<file path="src/rtl/race_controller.sv">
// ---------------------------------------------------------------------------
// race_controller
//
// Top-level sequencer for the two-car race. Generates the free-running 60 Hz
// game tick, runs the IDLE -> COUNTDOWN -> RACE <-> PAUSE -> FINISH flow,
// tracks checkpoint/lap progress for both cars from their map positions,
// keeps the race clock in whole seconds and decides the winner.
//
// Ports
//   clk        in   1   system clock
//   rst        in   1   synchronous, active-high reset
//   start_btn  in   1   debounced level, acts on rising edge
//   pause_btn  in   1   debounced level, acts on rising edge
//   p1_x/p1_y  in  10   car 1 map position
//   p2_x/p2_y  in  10   car 2 map position
//   state      out  3   0 IDLE, 2 COUNTDOWN, 3 PAUSE, 4 RACE, 5 FINISH
//   game_tick  out  1   one-cycle pulse at 60 Hz
//   countdown  out  2   countdown seconds remaining
//   lap1/lap2  out  3   completed laps per car
//   winner     out  2   0 none, 1 car 1, 2 car 2, 3 tie
//   race_sec   out 10   elapsed race seconds (saturates at 999)
// ---------------------------------------------------------------------------
module race_controller #(
    parameter int CLK_FREQ      = 100_000_000,
    parameter int COUNTDOWN_SEC = 3,
    parameter int LAPS          = 3,
    parameter int FIN_X0        = 0,
    parameter int FIN_X1        = 20,
    parameter int FIN_Y0        = 100,
    parameter int FIN_Y1        = 140,
    parameter int CP_X0         = 280,
    parameter int CP_X1         = 319,
    parameter int CP_Y0         = 100,
    parameter int CP_Y1         = 140
) (
    input  logic        clk,
    input  logic        rst,
    input  logic        start_btn,
    input  logic        pause_btn,
    input  logic [9:0]  p1_x,
    input  logic [9:0]  p1_y,
    input  logic [9:0]  p2_x,
    input  logic [9:0]  p2_y,
    output logic [2:0]  state,
    output logic        game_tick,
    output logic [1:0]  countdown,
    output logic [2:0]  lap1,
    output logic [2:0]  lap2,
    output logic [1:0]  winner,
    output logic [9:0]  race_sec
);

    typedef enum logic [2:0] {
        S_IDLE      = 3'd0,
        S_COUNTDOWN = 3'd2,
        S_PAUSE     = 3'd3,
        S_RACE      = 3'd4,
        S_FINISH    = 3'd5
    } state_t;

    localparam logic [20:0] TICK_LIMIT = 21'(CLK_FREQ / 60);
    localparam logic [5:0]  SUB_LAST   = 6'd59;
    localparam logic [1:0]  CD_INIT    = 2'(COUNTDOWN_SEC);
    localparam logic [2:0]  LAPS_W     = 3'(LAPS);
    localparam logic [9:0]  SEC_MAX    = 10'd999;

    // Inclusive box test. Positions are widened to int so that a zero
    // lower bound does not turn into a trivially-true unsigned compare.
    function automatic logic in_box(
        input logic [9:0] x,
        input logic [9:0] y,
        input int         x0,
        input int         x1,
        input int         y0,
        input int         y1
    );
        int xi;
        int yi;
        xi = int'({22'd0, x});
        yi = int'({22'd0, y});
        return (xi >= x0) && (xi <= x1) && (yi >= y0) && (yi <= y1);
    endfunction

    // -----------------------------------------------------------------------
    // Game tick: counter runs 0..TICK_LIMIT, tick is high while it sits at
    // TICK_LIMIT, so the period is TICK_LIMIT+1 clocks. Free-runs always.
    // -----------------------------------------------------------------------
    logic [20:0] r_tick_cnt;
    logic        w_tick;

    assign w_tick    = (r_tick_cnt == TICK_LIMIT);
    assign game_tick = w_tick;

    always_ff @(posedge clk) begin
        if (rst) begin
            r_tick_cnt <= 21'd0;
        end else if (w_tick) begin
            r_tick_cnt <= 21'd0;
        end else begin
            r_tick_cnt <= r_tick_cnt + 21'd1;
        end
    end

    // -----------------------------------------------------------------------
    // Button edge detection: a held button yields a single event.
    // -----------------------------------------------------------------------
    logic r_start_prev;
    logic r_pause_prev;
    logic w_start_rise;
    logic w_pause_rise;

    assign w_start_rise = start_btn & ~r_start_prev;
    assign w_pause_rise = pause_btn & ~r_pause_prev;

    always_ff @(posedge clk) begin
        if (rst) begin
            r_start_prev <= 1'b0;
            r_pause_prev <= 1'b0;
        end else begin
            r_start_prev <= start_btn;
            r_pause_prev <= pause_btn;
        end
    end

    // -----------------------------------------------------------------------
    // FSM registers (declared early: the per-car logic keys off r_state).
    // -----------------------------------------------------------------------
    state_t      r_state;
    logic [1:0]  r_countdown;
    logic [1:0]  r_winner;
    logic [9:0]  r_race_sec;
    logic [5:0]  r_sub;

    logic        w_new_race;
    logic        w_racing;

    assign w_new_race = (r_state == S_IDLE) && w_start_rise;
    assign w_racing   = (r_state == S_RACE);

    // -----------------------------------------------------------------------
    // Per-car checkpoint / lap tracking. Only advances while racing, so
    // pause freezes the flags, the lap counts and the finish-zone history.
    // -----------------------------------------------------------------------
    logic [1:0]       w_lap_evt;
    logic [1:0]       w_final_lap;
    logic [1:0][2:0]  w_laps;

    genvar gi;
    generate
        for (gi = 0; gi < 2; gi++) begin : g_car
            logic [9:0] w_x;
            logic [9:0] w_y;
            logic       w_in_cp;
            logic       w_in_fin;
            logic       w_evt;
            logic [2:0] r_lap;
            logic       r_cp_flag;
            logic       r_fin_prev;

            assign w_x = (gi == 0) ? p1_x : p2_x;
            assign w_y = (gi == 0) ? p1_y : p2_y;

            assign w_in_cp  = in_box(w_x, w_y, CP_X0, CP_X1, CP_Y0, CP_Y1);
            assign w_in_fin = in_box(w_x, w_y, FIN_X0, FIN_X1, FIN_Y0, FIN_Y1);

            // A lap needs a fresh entry into the finish box after having
            // visited the checkpoint since the previous lap.
            assign w_evt = w_racing && w_in_fin && !r_fin_prev && r_cp_flag
                           && (r_lap < LAPS_W);

            assign w_lap_evt[gi]   = w_evt;
            assign w_final_lap[gi] = w_evt && (r_lap == (LAPS_W - 3'd1));
            assign w_laps[gi]      = r_lap;

            always_ff @(posedge clk) begin
                if (rst) begin
                    r_lap      <= 3'd0;
                    r_cp_flag  <= 1'b0;
                    r_fin_prev <= 1'b0;
                end else if (w_new_race) begin
                    r_lap     <= 3'd0;
                    r_cp_flag <= 1'b0;
                end else if (w_racing) begin
                    r_fin_prev <= w_in_fin;
                    if (w_evt) begin
                        r_lap     <= r_lap + 3'd1;
                        r_cp_flag <= 1'b0;
                    end else if (w_in_cp) begin
                        r_cp_flag <= 1'b1;
                    end
                end
            end
        end
    endgenerate

    // -----------------------------------------------------------------------
    // Race FSM. The sub-second counter is shared between the countdown and
    // the race timer: it is cleared on countdown entry and is back at 0 on
    // the tick that enters RACE, so the first race second is a full one.
    // -----------------------------------------------------------------------
    always_ff @(posedge clk) begin
        if (rst) begin
            r_state     <= S_IDLE;
            r_countdown <= 2'd0;
            r_winner    <= 2'd0;
            r_race_sec  <= 10'd0;
            r_sub       <= 6'd0;
        end else begin
            case (r_state)
                S_IDLE: begin
                    if (w_start_rise) begin
                        r_state     <= S_COUNTDOWN;
                        r_countdown <= CD_INIT;
                        r_winner    <= 2'd0;
                        r_race_sec  <= 10'd0;
                        r_sub       <= 6'd0;
                    end
                end

                S_COUNTDOWN: begin
                    if (w_tick) begin
                        if (r_sub == SUB_LAST) begin
                            r_sub <= 6'd0;
                            if (r_countdown <= 2'd1) begin
                                r_state     <= S_RACE;
                                r_countdown <= 2'd0;
                            end else begin
                                r_countdown <= r_countdown - 2'd1;
                            end
                        end else begin
                            r_sub <= r_sub + 6'd1;
                        end
                    end
                end

                S_RACE: begin
                    // Finishing beats a pause request in the same cycle.
                    if (|w_final_lap) begin
                        r_state  <= S_FINISH;
                        r_winner <= w_final_lap;
                    end else if (w_pause_rise) begin
                        r_state <= S_PAUSE;
                    end

                    if (w_tick) begin
                        if (r_sub == SUB_LAST) begin
                            r_sub <= 6'd0;
                            if (r_race_sec != SEC_MAX) begin
                                r_race_sec <= r_race_sec + 10'd1;
                            end
                        end else begin
                            r_sub <= r_sub + 6'd1;
                        end
                    end
                end

                S_PAUSE: begin
                    if (w_pause_rise) begin
                        r_state <= S_RACE;
                    end
                end

                S_FINISH: begin
                    if (w_start_rise) begin
                        r_state <= S_IDLE;
                    end
                end

                default: begin
                    r_state <= S_IDLE;
                end
            endcase
        end
    end

    assign state     = r_state;
    assign countdown = r_countdown;
    assign winner    = r_winner;
    assign race_sec  = r_race_sec;
    assign lap1      = w_laps[0];
    assign lap2      = w_laps[1];

endmodule

</file>
<file path="config.mk">
export PLATFORM = sky130hd
export DESIGN_NAME = race_controller
export DESIGN_NICKNAME = d
export VERILOG_FILES = /design/src/rtl/race_controller.sv
export SDC_FILE = /design/constraint.sdc
export NUM_CORES = 1
export LEC_CHECK = 0
export CAP_MARGIN = 15
export CORE_ASPECT_RATIO = 2
export CORE_MARGIN = 8
export CORE_UTILIZATION = 51
export DETAILED_ROUTE_END_ITERATION = 10
export GPL_TIMING_DRIVEN = 0
export HOLD_SLACK_MARGIN = 0.02
export PLACE_DENSITY = 0.91
export SLEW_MARGIN = 20
export SYNTH_ARGS = -nofsm -noshare
export SYNTH_HDL_FRONTEND = slang
export SYNTH_SLANG_ARGS = --single-unit
export TNS_END_PERCENT = 20
</file>
<file path="constraint.sdc">
create_clock -name clk -period 2.65 [get_ports clk]
set_clock_uncertainty 0.05 [all_clocks]
set_input_delay 0.265 -clock clk [delete_from_list [all_inputs] [get_ports clk]]
set_output_delay 0.265 -clock clk [all_outputs]
set_load 0.005 [all_outputs]
</file>
; ---- Word-level counts from Yosys, hierarchy flattened
; Index checks and enable logic that the tools add are counted.
[totals]
ff_bits = 56
in_bits = 44
out_inout_bits = 24
wordCells = 132
[op_classes]
addsub = 6
magnitude_cmp = 13
n_eq_ne = 21
n_mux = 30
n_bitwise = 5
reduce_logical = 43
[ops]
columns = operator, n
row1 = 2-to-1 mux 10 bit, 4
row2 = 2-to-1 mux 3 bit, 8
row3 = "adder 21 x 1 -> 21 bit, second input constant", 1
row4 = "== test 21 bit, second input constant", 1
row5 = logical AND 1 bit, 21
row6 = "greater-or-equal comparator 10 x 7 -> 1 bit, second input constant", 2
row7 = "greater-or-equal comparator 10 x 9 -> 1 bit, second input constant", 2
row8 = "<= comparator 10 x 5 -> 1 bit, second input constant", 2
row9 = "<= comparator 10 x 8 -> 1 bit, second input constant", 2
row10 = "<= comparator 10 x 9 -> 1 bit, second input constant", 2
row11 = case mux 10 bit (2 select lines), 1
row12 = 2-to-1 mux 6 bit, 3
row13 = case mux 3 bit (5 select lines), 1
row14 = "inequality test 2 bit, second input constant", 7
row15 = "== test 3 x 2 -> 1 bit, second input constant", 4
row16 = 2-to-1 mux 2 bit, 6
row17 = case mux 6 bit (2 select lines), 1
row18 = "adder 10 x 1 -> 10 bit, second input constant", 1
row19 = "inequality test 10 bit, second input constant", 1
row20 = AND reduction 2 bit, 5
row21 = nonzero test 2 bit, 5
row22 = "inequality test 2 x 1 -> 1 bit, second input constant", 4
row23 = case mux 2 bit (2 select lines), 2
row24 = OR reduction 2 bit, 4
row25 = other kinds (17), 28

; ---- Logic depth before layout (Yosys ltp)
[logic_depth]
ltp_word = 11
mapped_depth = 8
depth_no_buf = 7

; ---- Worst setup path after synthesis
; No wires, ideal clock.
[synth_timing]
kind = register to register
from = register r_state[2], in the netlist state[2]
to = register r_winner[0], in the netlist winner[0]
arrival_time_ns = 1.924
setup_slack_ns = 0.557
path_stages_with_launch = 6
path_buffers = 0
cell_sequence = dfxtp_1 > or3b_4 > or3_4 > a2111oi_4 > a21oi_1 > o31a_1
[synth_via]
elab_chain_cells = 9
[synth_rtl]
columns = item, line
row1 = from (decl), 128  ; state_t r_state;
row2 = from (signal assigned), 203  ; r_state <= S_IDLE;
row3 = from (signal assigned), 212  ; r_state <= S_COUNTDOWN;
row4 = from (signal assigned), 225  ; r_state <= S_RACE;
row5 = == test 3 bit, "138, 209"
row6 = logical AND 1 bit (3 in a row), 168  ; assign w_evt = w_racing && w_in_fin && !r_fin_prev && r_cp_flag
row7 = logical AND 1 bit, 169  ; && (r_lap < LAPS_W);
row8 = logical AND 1 bit, 172  ; assign w_final_lap[gi] = w_evt && (r_lap == (LAPS_W - 3'd1));
row9 = OR reduction 2 bit, 238  ; if (|w_final_lap) begin
row10 = inequality test 2 x 1 -> 1 bit (no line), --
row11 = AND reduction 3 bit (no line), --
row12 = to (signal assigned), 240  ; r_winner <= w_final_lap;
row13 = to (decl), 130  ; logic [1:0] r_winner;
; Several ways; a longest one is shown, not always the timed one. The select of a mux whose other input is x is not followed.
; A chain may end at the register's enable or synchronous reset.

; ---- Worst setup path in the final report
[layout_timing]
from = register r_tick_cnt[12]
to = output game_tick
[layout_via]
elab_chain_cells = 1
[layout_rtl]
columns = item, line
row1 = from (decl), 88  ; logic [20:0] r_tick_cnt;
row2 = from (signal assigned), 100  ; r_tick_cnt <= r_tick_cnt + 21'd1;
row3 = == test 21 bit, 91  ; assign w_tick = (r_tick_cnt == TICK_LIMIT);
row4 = to (decl), 45  ; output logic game_tick,
; Every way passes these cells.

==> reports/qor.txt <==
PD cells - 455.9 mW/mm^2
RD Place Congestion - 0.9175
Status - finished clean
Root buffer cell - clkbuf_16
Required @ worst endpoint - 2340 ps
Post-synth ARST share - 0
Maxcap violations - 0
Die height - 126.4 um
Share of cells above drive strength 1 - 0.04525
Crit-path max FO - 5
DRT Pass-1 Iters - 5
Number of CTS-inserted buffers - 5
Net count, final - 493
Fin. max-slew vios - 0
Clock slew at reported path FFs - 60 ps
Initial core utilization - 0.5223
Final Cycle Share - 0.9261
Place WS - 7.734 ps
Post-Syn Instances - 368
Slew @ Worst Pin - 891.7 ps
Setup Viol. Count Final - 0
Unrepaired setup endpoints after global routing - false
Drt wl/cell - 17.80 um
Post-Syn Area - 0.003110 mm^2
Dpl cells - 497
Final Core Density - 0.6771
Post-DP HPWL - 6.999 mm
DR top layer - met4
Logic pwr share - 0.108
Critical path arrival - 2140 ps
Die area - 0.009005 mm^2
Fin Hold WS - 323.5 ps
Die Wd - 71.22 um
Final std cells w/o fill - 505
WS Path Type - flip-flop to primary output
Distinct cells, synth - 59
Metal2 WL - 4.985 mm
Design Power - 1.838 mW
1st-iter DRT viols - 186
Clk buf depth - 2
Most frequent cells in the layout - 66 x clkdlybuf4s50_1, 56 x dfxtp_1, 36 x nor2_1
Row cnt - 40
Routed metal-1 wirelength - 3.190 mm
EDFF count, synth - 0
Cts hold-fix bufs - 0
LEAKAGE - 1.378 nW
DRC viols - 0
Int Pwr - 1.429 mW
Net switching power - 409.5 uW
#FFs+latches synth - 56
Routed WL - 8.988 mm
WL met3 - 573 um
Setup Total Neg Slack - 0 ps
Most common cell after layout, fill and taps aside - clkdlybuf4s50_1
Setup repair bufs after CTS - 0
H-tree levels - 2
Syn Area/Cell - 8.452 um^2
CTS Sinks - 56
Initial antenna violation count - 0
Crit end category - primary output
Ant. Diodes - 0
Net Count, Synth - 420
Vias/cell - 6.315
Total GRT Usage - 0.1984
Grt ovf - 0
IO Pins - 68
Clk Latency, worst-skew pair - 300 ps
DRT antenna net count - 0
Main synth FF type - dfxtp_1
Finished Cell Area - 0.004033 mm^2
Sequential share of the synthesized area - 0.3604
Clk pwr share - 0.420
Worst min path class - primary input to flip-flop
Switching Share - 0.2227
Tmin final - 2454 ps
Port bufs - 66
Max VDD drop - 0.0004924 V
Via count - 3189
Sequential share of power - 0.472
Yosys warnings - 0
FMAX - 0.4075 GHz
Setup crit start kind - flip-flop
Vias in the first global route - 3294
Largest net degree at the start of global routing - 18
Final Worst Setup Slack - 195.7 ps
Area growth, synth to finish - 29.65%
Area after DPL - 0.003850 mm^2
Worst slew margin - 0.4056
CORE AREA - 0.005956 mm^2
Final hold vios - 0
CTS tree - built
Post-cts resize count - 0
First-pass GRT wire length - 14.81 mm
-- cell usage after synthesis, types with 2 or more instances --
cell | n | share of area
nor2_1 | 36 | 0.043
nor2b_1 | 6 | 0.012
a21oi_1 | 20 | 0.032
nand4b_1 | 2 | 0.0056
nand2_1 | 30 | 0.036
a211oi_1 | 5 | 0.012
a41oi_1 | 2 | 0.0056
o2111ai_1 | 9 | 0.025
or2_2 | 2 | 0.0040
and2_1 | 8 | 0.016
clkbuf_1 | 14 | 0.017
o21ai_0 | 8 | 0.013
or3_1 | 3 | 0.0060
a2111o_1 | 8 | 0.029
o21a_1 | 2 | 0.0048
nor3_1 | 9 | 0.014
a21o_1 | 2 | 0.0048
nor4bb_1 | 2 | 0.0064
mux2i_1 | 3 | 0.0097
inv_1 | 14 | 0.017
nand2b_1 | 7 | 0.014
o32ai_1 | 3 | 0.0084
a31oi_1 | 6 | 0.012
nor4b_1 | 2 | 0.0056
xnor2_1 | 6 | 0.017
xor2_1 | 13 | 0.037
a2111oi_4 | 2 | 0.018
nand3_1 | 24 | 0.039
o211ai_1 | 3 | 0.0072
and3_1 | 11 | 0.022
and4b_1 | 2 | 0.0064
or4_1 | 2 | 0.0048
nand4_1 | 9 | 0.018
ha_1 | 8 | 0.032
nor4_1 | 4 | 0.0080
and4bb_2 | 2 | 0.0080
and4_1 | 2 | 0.0056
dfxtp_1 | 56 | 0.36
-- cell families after synthesis --
logic type,share of synthesized area
AO/OA/AOI/OAI,0.2128
XOR/XNOR,0.05350
adder cells (fa/ha/maj),0.03218
buffers and inverters,0.03379
flip-flops,0.3604
multiplexers,0.009654
AND/OR/NAND/NOR,0.2977
-- metal layers --
| layer | vias up | GRT usage |
|---|---|---|
| met2 | 136 | 0.3878 |
| met3 | 20 | 0.04262 |
| met5 | - | 0 |
| met1 | 1514 | 0.1788 |
| met4 | 0 | 0.1038 |
| li1 | 1519 | - |
-- power by group through the flow --
stage          clock, mW  combinational (mW)  sequential [mW]
3_3_place_gp           0               0.191            0.886
2_1_floorplan          0              0.0883            0.884
5_1_grt            0.822               0.217            0.870
6_report           0.772               0.199            0.868
4_1_cts            0.784               0.198            0.868
3_5_place_dp           0               0.197            0.887
-- state kept, by name, indices dropped and copies added (netlist names) --
name and flops:
lap2 3, g_car.r_fin_prev 2, r_pause_prev 1, g_car.r_cp_flag 2
countdown 2, r_sub 6, state 3, lap1 3
race_sec 10, r_tick_cnt 21, r_start_prev 1, winner 2
-- layout make-up --
class | count | area (um^2)
clock buffer | 6 | 138.9
fill | 480 | 1923
inverter | 14 | 52.55
sequential | 56 | 1121
multi-input combinational | 284 | 1889
clock inverter | 2 | 38.79
tap | 63 | 78.83
buffer | 14 | 52.55
timing repair buffer | 66 | 660.6
-- critical path, stage by stage (launching register included) --
cell	delay (ps)
dfxtp_1	360
or3_1	380
nor4_1	390
and2_1	210
clkdlybuf4s50_1	510
-- path summary, 6_finish.rpt --
path | startpoint | endpoint | slack [ps] | cells after the start
max | r_tick_cnt[12] | game_tick | 200 | 4
min | rst | r_pause_prev | 320 | 2
max reg2reg | state[2] | r_sub[2] | 310 | 5
min reg2reg | g_car[0].r_fin_prev | g_car[0].r_fin_prev | 440 | 2
(Power assumes the default switching activity.)
